--- src/rtl/seg7_scan_ctrl_pkg.sv ---
// Shared definitions for the 8-digit seven-segment scan controller:
// register addresses, digit count, blank pattern and anode helper.
package seg7_scan_ctrl_pkg;

  localparam logic [1:0] SEG7_ADDR_LO    = 2'b00;
  localparam logic [1:0] SEG7_ADDR_HI    = 2'b10;
  localparam logic [1:0] SEG7_ADDR_MASK  = 2'b01;
  localparam logic [1:0] SEG7_ADDR_BLINK = 2'b11;

  localparam int unsigned SEG7_DIGITS  = 8;
  localparam int unsigned SEG7_IDX_W   = $clog2(SEG7_DIGITS);
  localparam int unsigned SEG7_SEG_W   = 7;
  localparam logic [7:0]  SEG7_ALL_OFF = 8'hFF;

  // Active-low one-hot anode pattern for a digit slot.
  function automatic logic [SEG7_DIGITS-1:0] seg7_anode(input logic [SEG7_IDX_W-1:0] idx);
    return ~(SEG7_DIGITS'(1) << idx);
  endfunction

endpackage

--- src/rtl/seg7_scan_ctrl_hex_decode.sv ---
// Nibble to active-low g..a segment pattern, purely combinational.
module seg7_hex_decode
  import seg7_scan_ctrl_pkg::*;
(
  input  logic [3:0]            nibble,
  output logic [SEG7_SEG_W-1:0] seg
);

  always_comb begin
    seg = 7'h7F;
    case (nibble)
      4'h0: seg = 7'h40;
      4'h1: seg = 7'h79;
      4'h2: seg = 7'h24;
      4'h3: seg = 7'h30;
      4'h4: seg = 7'h19;
      4'h5: seg = 7'h12;
      4'h6: seg = 7'h02;
      4'h7: seg = 7'h78;
      4'h8: seg = 7'h00;
      4'h9: seg = 7'h10;
      4'hA: seg = 7'h08;
      4'hB: seg = 7'h03;
      4'hC: seg = 7'h46;
      4'hD: seg = 7'h21;
      4'hE: seg = 7'h06;
      4'hF: seg = 7'h0E;
      default: seg = 7'h7F;
    endcase
  end

endmodule

--- src/rtl/seg7_scan_ctrl.sv ---
// Memory-mapped 8-digit common-anode seven-segment scan controller.
// Optional blink support is built when SEG7_BLINK_EN is defined.
module seg7_scan_ctrl
  import seg7_scan_ctrl_pkg::*;
#(
  parameter int unsigned REFRESH_DIV = 23000
`ifdef SEG7_BLINK_EN
  ,
  parameter int unsigned BLINK_DIV   = 5750000
`endif
) (
  input  logic        clock,
  input  logic        rst,
  input  logic        segcs,
  input  logic        segwrite,
  input  logic [1:0]  segaddr,
  input  logic [15:0] segwdata,
  output logic [7:0]  seg_an,
  output logic [7:0]  seg_out
);

  localparam int unsigned CNT_W = $clog2(REFRESH_DIV);

  logic [31:0]            value;
  logic [7:0]             en_mask;
  logic [7:0]             dp_mask;
  logic [CNT_W-1:0]       cnt;
  logic [SEG7_IDX_W-1:0]  idx;

  logic                   wr_en_c;
  logic                   cnt_last_c;
  logic                   blink_off_c;
  logic                   blank_c;
  logic [3:0]             nibble_c;
  logic [SEG7_SEG_W-1:0]  hex_c;
  logic [7:0]             an_nxt_c;
  logic [7:0]             out_nxt_c;

  assign wr_en_c    = segcs & segwrite;
  assign cnt_last_c = (cnt == CNT_W'(REFRESH_DIV - 1));

  // Software-visible display registers.
  always_ff @(posedge clock or negedge rst) begin
    if (!rst) begin
      value   <= '0;
      en_mask <= 8'hFF;
      dp_mask <= '0;
    end else if (wr_en_c) begin
      case (segaddr)
        SEG7_ADDR_LO:   value[15:0]        <= segwdata;
        SEG7_ADDR_HI:   value[31:16]       <= segwdata;
        SEG7_ADDR_MASK: {dp_mask, en_mask} <= segwdata;
        default: ;
      endcase
    end
  end

  // Refresh counter and digit slot index; writes never touch these.
  always_ff @(posedge clock or negedge rst) begin
    if (!rst) begin
      cnt <= '0;
      idx <= '0;
    end else if (cnt_last_c) begin
      cnt <= '0;
      idx <= idx + SEG7_IDX_W'(1);
    end else begin
      cnt <= cnt + CNT_W'(1);
    end
  end

`ifdef SEG7_BLINK_EN
  localparam int unsigned BCNT_W = $clog2(BLINK_DIV);

  logic [7:0]        blink_mask;
  logic [BCNT_W-1:0] bcnt;
  logic              blink_phase;

  always_ff @(posedge clock or negedge rst) begin
    if (!rst) begin
      blink_mask <= '0;
    end else if (wr_en_c && (segaddr == SEG7_ADDR_BLINK)) begin
      blink_mask <= segwdata[7:0];
    end
  end

  // Free-running blink timebase; phase flips every BLINK_DIV cycles.
  always_ff @(posedge clock or negedge rst) begin
    if (!rst) begin
      bcnt        <= '0;
      blink_phase <= 1'b0;
    end else if (bcnt == BCNT_W'(BLINK_DIV - 1)) begin
      bcnt        <= '0;
      blink_phase <= ~blink_phase;
    end else begin
      bcnt <= bcnt + BCNT_W'(1);
    end
  end

  assign blink_off_c = blink_phase & blink_mask[idx];
`else
  assign blink_off_c = 1'b0;
`endif

  assign nibble_c = value[{idx, 2'b00} +: 4];

  seg7_hex_decode u_hex (
    .nibble (nibble_c),
    .seg    (hex_c)
  );

  // First cycle of each slot is blanked to avoid ghosting between digits.
  always_comb begin
    blank_c   = (cnt == '0) | ~en_mask[idx] | blink_off_c;
    an_nxt_c  = SEG7_ALL_OFF;
    out_nxt_c = SEG7_ALL_OFF;
    if (!blank_c) begin
      an_nxt_c  = seg7_anode(idx);
      out_nxt_c = {~dp_mask[idx], hex_c};
    end
  end

  always_ff @(posedge clock or negedge rst) begin
    if (!rst) begin
      seg_an  <= SEG7_ALL_OFF;
      seg_out <= SEG7_ALL_OFF;
    end else begin
      seg_an  <= an_nxt_c;
      seg_out <= out_nxt_c;
    end
  end

endmodule
--- config.mk ---
export PLATFORM = sky130hd
export DESIGN_NAME = seg7_scan_ctrl
export DESIGN_NICKNAME = d
export VERILOG_FILES = /design/src/rtl/seg7_scan_ctrl_pkg.sv /design/src/rtl/seg7_scan_ctrl_hex_decode.sv /design/src/rtl/seg7_scan_ctrl.sv
export SDC_FILE = /design/constraint.sdc
export NUM_CORES = 1
export LEC_CHECK = 0
export BUFFER_PORTS_ARGS = -buffer_cell sky130_fd_sc_hd__buf_2
export CAP_MARGIN = 20
export CORE_AREA = 2 2 92 94
export CTS_BUF_LIST = sky130_fd_sc_hd__clkbuf_8
export DETAILED_ROUTE_END_ITERATION = 8
export DIE_AREA = 0 0 94 96
export PLACE_DENSITY = 0.69
export SYNTH_ARGS = -nofsm -noshare
export SYNTH_HDL_FRONTEND = slang
export SYNTH_HIERARCHICAL = 1
export SYNTH_SLANG_ARGS = --single-unit
export TNS_END_PERCENT = 1
--- constraint.sdc ---
create_clock -name clock -period 3.6 [get_ports clock]
set_input_delay 0.18 -clock clock [delete_from_list [all_inputs] [get_ports clock]]
set_output_delay 0.18 -clock clock [all_outputs]
set_load 0.01 [all_outputs]
==> impl_metrics.xml, run 1 <==
<?xml version="1.0" encoding="UTF-8"?>
<metrics>
  <group name="clocking">
    <metric name="clk_pin_slew" unit="ns">0.08</metric>
    <metric name="cts_post_setup_buffers_inserted" unit="">0</metric>
    <metric name="cts.root.buffer_cell" unit="">clkbuf_8</metric>
    <metric name="clkSinkCount" unit="">82</metric>
    <metric name="cts_inserted_buffers" unit="">9</metric>
    <metric name="h-tree-depth" unit="">3</metric>
    <metric name="clk_path_buf_depth" unit="">2</metric>
    <metric name="cts_tree" unit="">yes</metric>
    <metric name="clk_latency" unit="ns">0.35</metric>
    <metric name="postCtsResizedCells" unit="">0</metric>
    <metric name="hold_bufs_at_cts" unit="">0</metric>
  </group>
  <group name="yosys">
    <metric name="synth_seq_area_share" unit="">0.534</metric>
    <metric name="netlist.top_cell.by_area" unit="">dfrtp_1</metric>
    <metric name="synth_edf_count" unit="">0</metric>
    <metric name="synth.cell_area" unit="mm2">0.00390</metric>
    <metric name="synth.top_cells.by_area" unit="">dfrtp_1 (37%), dfstp_2 (16%), mux2_2 (14%)</metric>
    <metric name="synthesis.nets" unit="">332</metric>
    <metric name="post_synth.cell_area_avg" unit="um2">13.2</metric>
    <metric name="dominantRegCellSynth" unit="">dfrtp_1</metric>
    <metric name="netlist.area_leader.share" unit="">0.372</metric>
    <metric name="netlist-cell-type-count" unit="">38</metric>
    <metric name="synth-warning-count" unit="">6</metric>
    <metric name="post_synth_inst_count" unit="">295</metric>
    <metric name="ys_ff_latch" unit="">82</metric>
    <metric name="share_of_flip_flops_with_an_asynchronous_set_or_reset" unit="">1.00</metric>
  </group>
  <group name="global_route">
    <metric name="grt_pass1_vias" unit="">2358</metric>
    <metric name="grt_start_max_net_pins" unit="">83</metric>
    <metric name="first_pass_grt_wire_length" unit="um">11700</metric>
    <metric name="global_route.usage.total" unit="">0.171</metric>
    <metric name="grt_antenna_before_repair" unit="">0</metric>
    <metric name="grt.overflow.total" unit="">0</metric>
  </group>
  <group name="floorplanning">
    <metric name="starting_density_of_the_core" unit="">0.484</metric>
    <metric name="top_level_ports" unit="">38</metric>
    <metric name="design.die.area" unit="mm2">0.00902</metric>
    <metric name="die_h" unit="um">96</metric>
    <metric name="num_rows" unit="">33</metric>
    <metric name="die_width" unit="um">94</metric>
    <metric name="design.core.area" unit="mm2">0.00805</metric>
  </group>
  <group name="detailed_routing">
    <metric name="dr_total_vias" unit="">2300</metric>
    <metric name="first_iter_violations" unit="">62</metric>
    <metric name="drc" unit="">0</metric>
    <metric name="routed_wire_length_per_instance" unit="um">15.5</metric>
    <metric name="firstDrtPassIters" unit="">4</metric>
    <metric name="wirelength" unit="um">6900</metric>
    <metric name="via_per_inst" unit="">5.16</metric>
    <metric name="detail-route-antenna-nets" unit="">0</metric>
  </group>
  <group name="timing">
    <metric name="fmax" unit="MHz">393</metric>
    <metric name="min_period_over_period" unit="">0.707</metric>
    <metric name="hold_violations" unit="">0</metric>
    <metric name="finalSetupViolCount" unit="">0</metric>
    <metric name="grt_setup_unrepaired" unit="">no</metric>
    <metric name="relSlewSlack" unit="">0.326</metric>
    <metric name="timing.clock.skew" unit="ns">0.0123</metric>
    <metric name="worst_slew_pin_slew" unit="ns">1.01</metric>
    <metric name="final-max-slew-violation-count" unit="">0</metric>
    <metric name="totalNegativeSetupSlack" unit="ns">0</metric>
    <metric name="fin_hold_ws" unit="ns">0.0946</metric>
    <metric name="period_minus_slack" unit="ns">2.55</metric>
  </group>
  <group name="setup_path">
    <metric name="crit-reg2reg-capture" unit="">seg_out[3]</metric>
    <metric name="worst_r2r_startpoint" unit="">idx[0]</metric>
    <metric name="critPathKind" unit="">register to register</metric>
    <metric name="critical_path_peak_fanout" unit="">12</metric>
    <metric name="worstSetupEndpointType" unit="">register</metric>
    <metric name="timing.critical_path.from_type" unit="">register</metric>
    <metric name="cp.required" unit="ns">3.84</metric>
    <metric name="arrival" unit="ns">2.79</metric>
    <metric name="rr_worst_depth" unit="">9</metric>
    <metric name="timing.reg2reg.setup_slack" unit="ns">1.05</metric>
  </group>
  <group name="finish">
    <metric name="nNetsFinal" unit="">373</metric>
    <metric name="ff_latch_area" unit="mm2">0.00208</metric>
    <metric name="antenna_cells_inserted" unit="">0</metric>
    <metric name="multi_input_area" unit="mm2">0.00170</metric>
    <metric name="drive_above_1_share" unit="">0.425</metric>
    <metric name="area_growth_syn_to_layout" unit="%">12.8</metric>
    <metric name="final_cell_count_no_fill" unit="">446</metric>
    <metric name="layout.filler_cells" unit="">715</metric>
  </group>
  <group name="job">
    <metric name="max-cap-violations" unit="">0</metric>
  </group>
  <group name="placement">
    <metric name="dp_hpwl" unit="um">4890</metric>
    <metric name="dpl.cell_count" unit="">428</metric>
    <metric name="port-buffer-count" unit="">37</metric>
    <metric name="gp_routability_congestion" unit="">0.814</metric>
  </group>
  <group name="power_and_ir_drop">
    <metric name="total_leakage_power" unit="nW">1.93</metric>
    <metric name="power.density_cell_area" unit="mW/mm2">506</metric>
    <metric name="max-vdd-ir-drop" unit="uV">311</metric>
  </group>
  <group name="hold_path">
    <metric name="hold_path_depth" unit="">2</metric>
    <metric name="min_from" unit="">segwdata[11]</metric>
    <metric name="hold-path-endpoint" unit="">value[27]</metric>
    <metric name="hp-class" unit="">input port to register</metric>
  </group>
  <group name="outcome">
    <metric name="status" unit="">finished, final reports clean</metric>
  </group>
</metrics>
-- area by class of cell --
class                   count  share of cell area
clock inverters             6              0.0117
flip-flops and latches     82               0.473
multi-input cells         189               0.387
clock buffers              10              0.0313
inverters                  12              0.0102
well taps                 105              0.0299
repair buffers             42              0.0563
-- cell usage after synthesis (all sizes together) (4+ instances only) --
master	n
nor4	5
dfrtp	58
nand3	12
xor2	6
nand2	28
buf	7
ha	15
dfstp	24
nand2b	8
mux2	50
inv	12
mux4	13
nor2	18
nand4	4
xnor2	8
mux2i	5
clkbuf	5
-- worst max-delay path by stage --
stage | to | depth (start not counted) | from | slack [ns]
3_5_place_dp | seg_out[3] | 9 | idx[0] | 1.05
2_1_floorplan | seg_out[3] | 9 | idx[0] | 1.11
6_report | seg_out[3] | 9 | idx[0] | 1.05
4_1_cts | seg_out[3] | 9 | idx[0] | 1.03
5_1_grt | seg_out[3] | 9 | idx[0] | 0.86
3_3_place_gp | seg_out[3] | 9 | idx[0] | 1.13
-- routing by layer --
metal,wire length [um],track usage
met1,3260,0.230
met2,3280,0.278
met3,234,0.0298
met4,128,0.0725
met5,0,0
-- critical path, cell delays in order (launching register included) --
cell      delay (ns)
dfrtp_1         0.40
buf_4           0.28
mux4_2          0.53
nand2_1         0.08
nand2_1         0.16
inv_1           0.19
ha_1            0.16
inv_1           0.04
mux4_1          0.46
nand2b_1        0.15
-- flip-flops by register name, indices dropped and copies added (netlist names) --
name     cells
value       32
cnt         15
dp_mask      8
en_mask      8
seg_an       8
seg_out      8
idx          3
-- cells by family after synthesis --
logic type | after synthesis | share of synthesized area
AO/OA/AOI/OAI | 7 | 0.0125
XOR/XNOR | 14 | 0.0314
buffers and inverters | 24 | 0.0292
multiplexers | 68 | 0.234
adder cells (fa/ha/maj) | 15 | 0.0481
AND/OR/NAND/NOR | 85 | 0.111
flip-flops | 82 | 0.534
-- cells in the final DEF, fill, tap and decap left out, drive strengths merged, types with 4 or more instances in the layout --
cell,count
dfrtp,58
mux2,50
buf,41
nand2,28
dfstp,24
nor2,18
inv,15
ha,15
mux4,13
nand3,12
clkbuf,10
xnor2,8
nand2b,8
xor2,6
mux2i,5
nor4,5
nand4,4
-- per-stage QoR --
| stage | util | setup WS, ns | cell area, um2 | total power, mW |
|---|---|---|---|---|
| final | 0.546 | 1.05 | 4400 | 2.23 |
| after CTS | 0.542 | 1.03 | 4360 | 2.25 |
| after floorplan | - | 1.11 | 3900 | 1.47 |
| after detailed placement | 0.518 | 1.05 | 4170 | 1.61 |
| after global placement | 0.518 | 1.13 | 4170 | 1.59 |
| after global routing | 0.546 | 0.860 | 4400 | 2.35 |
-- power breakdown --
part,switching (mW),leakage [nW],internal [mW]
clock network,0.306,0.110,0.330
registers,0.0715,0.970,1.10
logic,0.186,0.853,0.229
Note: power is estimated with default switching activity, not from simulation.
==> inputs of run 2 (changes only) <==
==> constraint.sdc (replaced) <==
create_clock -name clock -period 2.6 [get_ports clock]
set_input_delay 0.13 -clock clock [delete_from_list [all_inputs] [get_ports clock]]
set_output_delay 0.13 -clock clock [all_outputs]
set_load 0.01 [all_outputs]
==> impl_metrics.xml, run 2 (synthesis gave the netlist of run 1 again) <==
<?xml version="1.0" encoding="UTF-8"?>
<metrics>
  <group name="global_route">
    <metric name="grt.overflow.total" unit="">0</metric>
    <metric name="grt_pass1_vias" unit="">2377</metric>
    <metric name="first_pass_grt_wire_length" unit="um">12100</metric>
    <metric name="grt_start_max_net_pins" unit="">83</metric>
    <metric name="global_route.usage.total" unit="">0.178</metric>
    <metric name="grt_antenna_before_repair" unit="">0</metric>
  </group>
  <group name="finish">
    <metric name="ff_latch_area" unit="mm2">0.00208</metric>
    <metric name="antenna_cells_inserted" unit="">0</metric>
    <metric name="layout.cells.most_common_list" unit="">dfrtp_1 (58), mux2_2 (49), buf_2 (36)</metric>
    <metric name="nNetsFinal" unit="">376</metric>
    <metric name="layout.filler_cells" unit="">698</metric>
    <metric name="mostFrequentLayoutCell" unit="">dfrtp_1</metric>
    <metric name="largest_register_ff_count" unit="">32</metric>
    <metric name="drive_above_1_share" unit="">0.430</metric>
    <metric name="reg.largest.list" unit="">value x32, cnt x15</metric>
    <metric name="multi_input_area" unit="mm2">0.00170</metric>
    <metric name="final_area" unit="mm2">0.00445</metric>
    <metric name="area_growth_syn_to_layout" unit="%">14.0</metric>
    <metric name="max_flop_register" unit="">value</metric>
  </group>
  <group name="timing">
    <metric name="worst_slew_pin_slew" unit="ns">0.761</metric>
    <metric name="period_minus_slack" unit="ns">2.39</metric>
    <metric name="fmax" unit="MHz">418</metric>
    <metric name="final-max-slew-violation-count" unit="">0</metric>
    <metric name="fin_hold_ws" unit="ns">0.0300</metric>
    <metric name="timing.clock.skew" unit="ns">0.00785</metric>
    <metric name="totalNegativeSetupSlack" unit="ns">0</metric>
    <metric name="grt_setup_unrepaired" unit="">no</metric>
    <metric name="relSlewSlack" unit="">0.491</metric>
    <metric name="finalSetupViolCount" unit="">0</metric>
    <metric name="hold_violations" unit="">0</metric>
    <metric name="worst_slack" unit="ns">0.208</metric>
    <metric name="min_period_over_period" unit="">0.920</metric>
  </group>
  <group name="setup_path">
    <metric name="critical_path_peak_fanout" unit="">5</metric>
    <metric name="worst_r2r_startpoint" unit="">idx[0]</metric>
    <metric name="worst_setup_path_endpoint" unit="">seg_out[1]</metric>
    <metric name="rr_worst_depth" unit="">10</metric>
    <metric name="arrival" unit="ns">2.67</metric>
    <metric name="crit-reg2reg-capture" unit="">seg_out[1]</metric>
    <metric name="critPathKind" unit="">register to register</metric>
    <metric name="worstSetupEndpointType" unit="">register</metric>
    <metric name="worst_setup_path_startpoint" unit="">idx[0]</metric>
    <metric name="cp.required" unit="ns">2.88</metric>
    <metric name="timing.critical_path.from_type" unit="">register</metric>
    <metric name="timing.reg2reg.setup_slack" unit="ns">0.21</metric>
  </group>
  <group name="power_and_ir_drop">
    <metric name="max-vdd-ir-drop" unit="uV">341</metric>
    <metric name="power.density_cell_area" unit="mW/mm2">721</metric>
    <metric name="total_leakage_power" unit="nW">1.96</metric>
  </group>
  <group name="placement">
    <metric name="gp_routability_congestion" unit="">0.757</metric>
    <metric name="dp_hpwl" unit="um">4950</metric>
    <metric name="port-buffer-count" unit="">37</metric>
    <metric name="placed_area" unit="mm2">0.00419</metric>
    <metric name="post-place-ws" unit="ns">0.210</metric>
  </group>
  <group name="clocking">
    <metric name="clk_latency" unit="ns">0.35</metric>
    <metric name="cts_inserted_buffers" unit="">9</metric>
    <metric name="clkSinkCount" unit="">82</metric>
    <metric name="cts.root.buffer_cell" unit="">clkbuf_8</metric>
    <metric name="cts_tree" unit="">yes</metric>
    <metric name="clk_pin_slew" unit="ns">0.08</metric>
    <metric name="clk_path_buf_depth" unit="">2</metric>
    <metric name="cts_post_setup_buffers_inserted" unit="">0</metric>
    <metric name="h-tree-depth" unit="">3</metric>
  </group>
  <group name="floorplanning">
    <metric name="die_width" unit="um">94</metric>
    <metric name="design.die.area" unit="mm2">0.00902</metric>
    <metric name="die_h" unit="um">96</metric>
    <metric name="num_rows" unit="">33</metric>
    <metric name="design.core.area" unit="mm2">0.00805</metric>
    <metric name="starting_density_of_the_core" unit="">0.484</metric>
    <metric name="top_level_ports" unit="">38</metric>
  </group>
  <group name="detailed_routing">
    <metric name="via_per_inst" unit="">5.29</metric>
    <metric name="drc" unit="">0</metric>
    <metric name="firstDrtPassIters" unit="">4</metric>
    <metric name="routed_wire_length_per_instance" unit="um">15.9</metric>
    <metric name="wirelength" unit="um">7140</metric>
    <metric name="first_iter_violations" unit="">107</metric>
    <metric name="detail-route-antenna-nets" unit="">0</metric>
    <metric name="dr_total_vias" unit="">2376</metric>
  </group>
  <group name="outcome">
    <metric name="status" unit="">finished, final reports clean</metric>
  </group>
  <group name="hold_path">
    <metric name="hp-class" unit="">input port to register</metric>
  </group>
  <group name="job">
    <metric name="max-cap-violations" unit="">0</metric>
  </group>
</metrics>
==> run 2: changes by cell type in the layout (fill, tap and decap cells not counted) <==
| cell | change |
|---|---|
| bufinv_16 | +1 |
| buf_4 | +3 |
| clkinv_2 | -1 |
==> run 2: metrics by stage <==
stage / power (mW) / util / instances
after detailed placement: 2.23 / 0.520 / 430
after CTS: 3.24 / 0.548 / 447
after floorplan: 2.04 / - / 295
after global routing: 3.38 / 0.552 / 449
after global placement: 2.21 / 0.520 / 430
final: 3.21 / 0.552 / 449
==> run 2: where the power goes <==
group          internal [mW]  switching, mW
Clock                  0.556          0.437
Sequential              1.53          0.104
Combinational          0.321          0.261
==> run 2: critical path: stages, from the launching register on <==
cell and delay (ns):
dfrtp_1 0.44, buf_4 0.18, mux4_2 0.49, nand2_1 0.08, nand2_1 0.13, inv_1 0.18
ha_1 0.26, inv_1 0.07, mux2i_1 0.07, a32o_1 0.21, or2b_1 0.22
==> run 2: layout make-up <==
type | instances | area share
Sequential cell | 82 | 0.468
Clock buffer | 10 | 0.0310
Multi-Input combinational cell | 189 | 0.383
Clock inverter | 6 | 0.0172
Timing Repair Buffer | 45 | 0.0608
Tap cell | 105 | 0.0295
Inverter | 12 | 0.0101
==> run 2: worst min-delay path by stage <==
stage / startpoint / endpoint / slack [ns] / cells after the start
2_1_floorplan: rst / cnt[0] / -0.17 / 0
4_1_cts: segwdata[11] / value[27] / 0.02 / 2
3_3_place_gp: rst / cnt[5] / 0.35 / 1
5_1_grt: segwdata[12] / dp_mask[4] / 0.02 / 2
6_report: segwdata[11] / value[27] / 0.03 / 2
3_5_place_dp: rst / cnt[7] / 0.36 / 1
==> run 2: what timing repair did <==
item | 4_1_cts | 5_1_grt
setup endpoints to repair | 0 | 0
resized for setup | 0 | 0
endpoints found under the hold margin | 58 | 0
hold buffers | 1 | 0
==> run 2: metal layers <==
metal / GRT usage / routed length, um
met5: 0 / 0
met3: 0.0423 / 289
met1: 0.238 / 3310
met2: 0.284 / 3410
met4: 0.0713 / 131
